==> src/rtl/button_debounce.sv <==
// rtl/button_debounce.sv - debounced active-low button with press/release pulses and press counter
// Optional long-press detector enabled by defining BUTTON_LONG_PRESS_EN.
module button_debounce #(
  parameter int DEBOUNCE_CYCLES = 1000000,
  parameter int LONG_CYCLES     = 12000000,
  parameter int CNT_W           = 24
) (
  input  logic       clk,
  input  logic       rst_n,
  input  logic       btn_n,
  output logic       btn_level,
  output logic       press_pulse,
  output logic       release_pulse,
  output logic [7:0] press_count,
  output logic       long_press
);

  typedef enum logic [1:0] {
    IDLE         = 2'd0,
    PRESS_WAIT   = 2'd1,
    PRESSED      = 2'd2,
    RELEASE_WAIT = 2'd3
  } state_t;

  localparam logic [CNT_W-1:0] DB_LAST = CNT_W'(DEBOUNCE_CYCLES - 1);

  logic             sync1;
  logic             sync2;
  logic             s;
  state_t           state;
  logic [CNT_W-1:0] cnt;
  logic             press_accept;

  // Flops reset to 1 so a released button looks idle straight out of reset.
  always_ff @(posedge clk or negedge rst_n) begin
    if (!rst_n) begin
      sync1 <= 1'b1;
      sync2 <= 1'b1;
    end else begin
      sync1 <= btn_n;
      sync2 <= sync1;
    end
  end

  assign s            = ~sync2;
  assign press_accept = (state == PRESS_WAIT) && s && (cnt == DB_LAST);

  always_ff @(posedge clk or negedge rst_n) begin
    if (!rst_n) begin
      state         <= IDLE;
      cnt           <= '0;
      btn_level     <= 1'b0;
      press_pulse   <= 1'b0;
      release_pulse <= 1'b0;
      press_count   <= 8'd0;
    end else begin
      press_pulse   <= 1'b0;
      release_pulse <= 1'b0;
      case (state)
        IDLE: begin
          cnt <= '0;
          if (s) state <= PRESS_WAIT;
        end
        PRESS_WAIT: begin
          if (!s) begin
            state <= IDLE;
            cnt   <= '0;
          end else if (cnt == DB_LAST) begin
            state       <= PRESSED;
            cnt         <= '0;
            btn_level   <= 1'b1;
            press_pulse <= 1'b1;
            press_count <= press_count + 8'd1;
          end else begin
            cnt <= cnt + 1'b1;
          end
        end
        PRESSED: begin
          cnt <= '0;
          if (!s) state <= RELEASE_WAIT;
        end
        RELEASE_WAIT: begin
          if (s) begin
            state <= PRESSED;
            cnt   <= '0;
          end else if (cnt == DB_LAST) begin
            state         <= IDLE;
            cnt           <= '0;
            btn_level     <= 1'b0;
            release_pulse <= 1'b1;
          end else begin
            cnt <= cnt + 1'b1;
          end
        end
        default: begin
          state <= IDLE;
          cnt   <= '0;
        end
      endcase
    end
  end

`ifdef BUTTON_LONG_PRESS_EN
  localparam logic [CNT_W-1:0] LONG_LAST = CNT_W'(LONG_CYCLES - 1);
  localparam logic [CNT_W-1:0] LONG_PRE  = CNT_W'(LONG_CYCLES - 2);

  logic [CNT_W-1:0] hold_cnt;

  // Only a fresh press restarts the hold count, so release bounces cannot re-arm the event.
  always_ff @(posedge clk or negedge rst_n) begin
    if (!rst_n) begin
      hold_cnt   <= '0;
      long_press <= 1'b0;
    end else begin
      long_press <= 1'b0;
      if (press_accept) begin
        hold_cnt <= '0;
      end else if (state == PRESSED || state == RELEASE_WAIT) begin
        if (hold_cnt != LONG_LAST) begin
          hold_cnt   <= hold_cnt + 1'b1;
          long_press <= (hold_cnt == LONG_PRE);
        end
      end else begin
        hold_cnt <= '0;
      end
    end
  end
`else
  // Constant zero; the parameter reference keeps the unused long-press setting visible.
  assign long_press = (LONG_CYCLES < 0) ? 1'b1 : 1'b0;
`endif

endmodule

==> config.mk <==
export PLATFORM = sky130hd
export DESIGN_NAME = button_debounce
export DESIGN_NICKNAME = d
export VERILOG_FILES = /design/src/rtl/button_debounce.sv
export SDC_FILE = /design/constraint.sdc
export NUM_CORES = 1
export LEC_CHECK = 0
export CORE_MARGIN = 2
export CORE_UTILIZATION = 30
export CTS_BUF_LIST = sky130_fd_sc_hd__clkbuf_8
export DETAILED_ROUTE_END_ITERATION = 10
export RECOVER_POWER = 50
export SKIP_CTS_REPAIR_TIMING = 1
export SLEW_MARGIN = 10
export SYNTH_ARGS = -nofsm -noshare
export SYNTH_HDL_FRONTEND = slang
export SYNTH_SLANG_ARGS = --single-unit
==> constraint.sdc <==
create_clock -name clk -period 3 [get_ports clk]
set_clock_uncertainty 0.05 [all_clocks]
set_input_delay 0.3 -clock clk [delete_from_list [all_inputs] [get_ports clk]]
set_output_delay 0.3 -clock clk [all_outputs]
set_load 0.1 [all_outputs]
==> metrics.txt <==
status complete, but fails checks; failing checks capacitance limit, slew limit; Met2 Wirelength 1650 microns; Syn Area/Cell 10.1 sq um; synth warn 0; Final Hold Vio Count 0; DRC violations left 0; WHS Path Cells 0; relative slew slack -36.2%; max_cap viols 1; grt ovf 0; share of post-route cells with drive strength above 1 16.8%; period utilization about 75%; All-Layer GR Usage 11.5%; WL final 3740 microns; Leak between 0.8 and 0.9 nW; Hold EP sync2$_DFF_PN1_; P_int 786 uW; pwr dens approximately 450 mW/mm^2; DRT iter0 DRCs 42; WL/cell 13.1 microns; Vias 1447; clk slew on worst S/H paths roughly 90 ps; dpl hpwl 2640 microns; Filler Cell Count between 600 and 700; Post-Syn Instances 195; final setup fails 0; H-Tree Depth 2; worst endpoint data arrival time 2360 ps; R2R cell count 6; combinational power share 2.8%; CP Capture Type register; Flop pwr share 53.0%; Buf+Inv Stages, Crit Path 1; n_diodes 0; Area contributors post-synth dfrtp_1, xor2_1, nand4_1, xnor2_1, nand3_1; Setup WS post-layout around 760 ps; Yosys top cell area share 46.9%; top_reg_cell synth dfrtp_1; cell area after synthesis 0.00197 sq mm; initial antenna violation count 0; kind of critical path register to register; first-pass GRT wire length 6670 microns; antenna viol nets, final 0; min-delay src sync1$_DFF_PN1_; Worst-Margin Slew about 2000 ps; pin count of the biggest net entering global routing 40; Worst Path Max Fanout 10; Final min period approximately 2200 ps; clock power share 44.2%; initial core utilization 31.1%; Synth Net Count 200; Hold WC Path Type register to register; core footprint 0.00635 sq mm; Top Layer Used met4; met3 wire len 71 microns; die area a little over 0.007 sq mm; sw frac ~22%; PortBufs 13; synthesis-stage register bit count 39; worst endpoint required time 3120 ps; Rows 29; I/O pin cnt 15; VDD IR max 275 uV; clk sink count 39; gp weighted congestion around 0.77; Metal-1 WL 1950 microns; sequential area share after synthesis around half; P_sw 222 uW; Async S/R FF share, synth 100%; Max Slew Vio Count 40; Area Growth Syn to Fin 12.9%; RR Startpoint cnt[0]$_DFF_PN0_; crit-path max cell delay 500 ps; DR pass1 iterations 4; dpl ws 758 ps; Max Fclk 447 MHz; Final Net Count 212; Synth area leader dfrtp_1; post-synth cell types 40; die width 85.1 microns; reg2reg end cnt[17]$_DFF_PN0_; CTS root buf clkbuf_8; clk buf depth 2; CTS tree yes; worst skew pair latency 300 ps; Post-synth EDFFs 0; Die Y ~85 microns; critical path's top delay family simple AND/OR/NAND/NOR gates; RSZ-0062 raised after global routing no; Final Power 1.01 mW; CTS buffer count 5; Avg Vias per Cell 5.08; vias in the first global route ~1400; TNS Setup 0 ps; R2R Setup Slk 760 ps; stages on the worst setup path 6; Worst setup SP type register; critical-path cell list ha_1, and4_2, nand4_2, o211ai_2, buf_4, a21oi_1; Worst path slowest cell o211ai_2
-- cells by family (layout without fill, tap and decap cells) --
| kind of cell | count (synthesis) | in the layout | share of synthesized area [%] |
|---|---|---|---|
| xor+xnor | 19 | 19 | 8.43 |
| simple gates | 91 | 91 | 28.3 |
| flops | 39 | 39 | 49.6 |
| fa+ha+maj | 2 | 2 | 1.27 |
| mux | 2 | 2 | 1.08 |
| buf+inv | 16 | 29 | 3.99 |
| compound gates | 25 | 25 | 7.17 |
| other cells | 1 | 1 | 0.190 |
-- synth_stat cells, drive strengths merged (7+ instances only) --
library cell  instances
xnor2                 7
nand4                12
dfrtp                37
xor2                 12
o21ai                11
nand2                10
nor3                  7
or3                   9
a21oi                11
nand3                13
nor2                 15
buf                   7
-- routing by layer --
metal / GRT usage [%] / up-vias
met3: 2.43 / 6
met2: 16.8 / 15
met5: 0 / -
met4: 5.05 / 0
met1: 16.5 / 699
li1: - / 727
-- placed cells by master (no fill, tap or decap), types with 2 or more instances in the layout --
| cell | instances |
|---|---|
| xor2_1 | 12 |
| nor4_1 | 6 |
| dfstp_2 | 2 |
| or4_4 | 3 |
| nor2_1 | 15 |
| xnor2_1 | 7 |
| dfrtp_1 | 37 |
| buf_4 | 10 |
| clkbuf_1 | 4 |
| and4_1 | 4 |
| o21ai_0 | 11 |
| or3_1 | 7 |
| inv_1 | 6 |
| nor2b_1 | 2 |
| or3_2 | 2 |
| nand3_1 | 12 |
| or4_1 | 2 |
| ha_1 | 2 |
| nor3_1 | 7 |
| clkbuf_8 | 5 |
| nand4_1 | 10 |
| nand2_1 | 9 |
| nand4_2 | 2 |
| nor4b_1 | 2 |
| a21oi_1 | 10 |
-- registers in the layout, indices dropped and copies added, names as in the netlist, named ones only --
| name | flops |
|---|---|
| btn_level | 1 |
| sync1 | 1 |
| state | 1 |
| cnt | 24 |
| sync2 | 1 |
| press_pulse | 1 |
| press_count | 8 |
| release_pulse | 1 |
-- how the worst max path moves through the flow --
stage                           from                 to  slack [ps]
global route        cnt[6]$_DFF_PN0_  cnt[14]$_DFF_PN0_         520
finish              cnt[0]$_DFF_PN0_  cnt[17]$_DFF_PN0_         760
CTS                 cnt[0]$_DFF_PN0_  cnt[17]$_DFF_PN0_         730
detailed placement  cnt[0]$_DFF_PN0_  cnt[17]$_DFF_PN0_         760
floorplan           cnt[0]$_DFF_PN0_  cnt[11]$_DFF_PN0_        1010
global placement    cnt[0]$_DFF_PN0_  cnt[17]$_DFF_PN0_         830
-- per-stage QoR --
step / hold slack [ps] / area, sq um / instances / utilization [%]
after floorplan: -45.6 / 1970 / 195 / -
after CTS: 105 / 2240 / 285 / 35.3
after detailed placement: 301 / 2130 / 277 / 33.5
after global routing: 316 / 2230 / 285 / 35.1
final: 311 / 2230 / 285 / 35.1
after global placement: 296 / 2130 / 277 / 33.5
-- worst reg2reg max path, delay by kind of cell, from the launching register on --
kind,cells,cell delay [ps]
AOI/OAI and AO/OA,2,560
buffers and inverters,1,250
DFF,1,430
adders and majority gates,1,250
and+or+nand+nor,2,580
-- power by group through the flow --
stage | registers [mW] | clock network [mW] | logic [mW]
global route | 0.534 | 0.483 | 0.0328
global placement | 0.544 | 0 | 0.0303
CTS | 0.534 | 0.459 | 0.0306
floorplan | 0.543 | 0 | 0.0161
finish | 0.534 | 0.445 | 0.0283
detailed placement | 0.544 | 0 | 0.0305
-- layout make-up --
cell class / instances / area, sq um / area share, %
multi-input combinational: 140 / 916 / 41.1
sequential: 39 / 978 / 43.9
clock buffer: 5 / 68.8 / 3.09
tap: 77 / 96.3 / 4.32
inverter: 6 / 22.5 / 1.01
timing repair buffer: 15 / 100 / 4.49
clock inverter: 3 / 46.3 / 2.08
No activity file was read; power rests on OpenSTA's default activity.
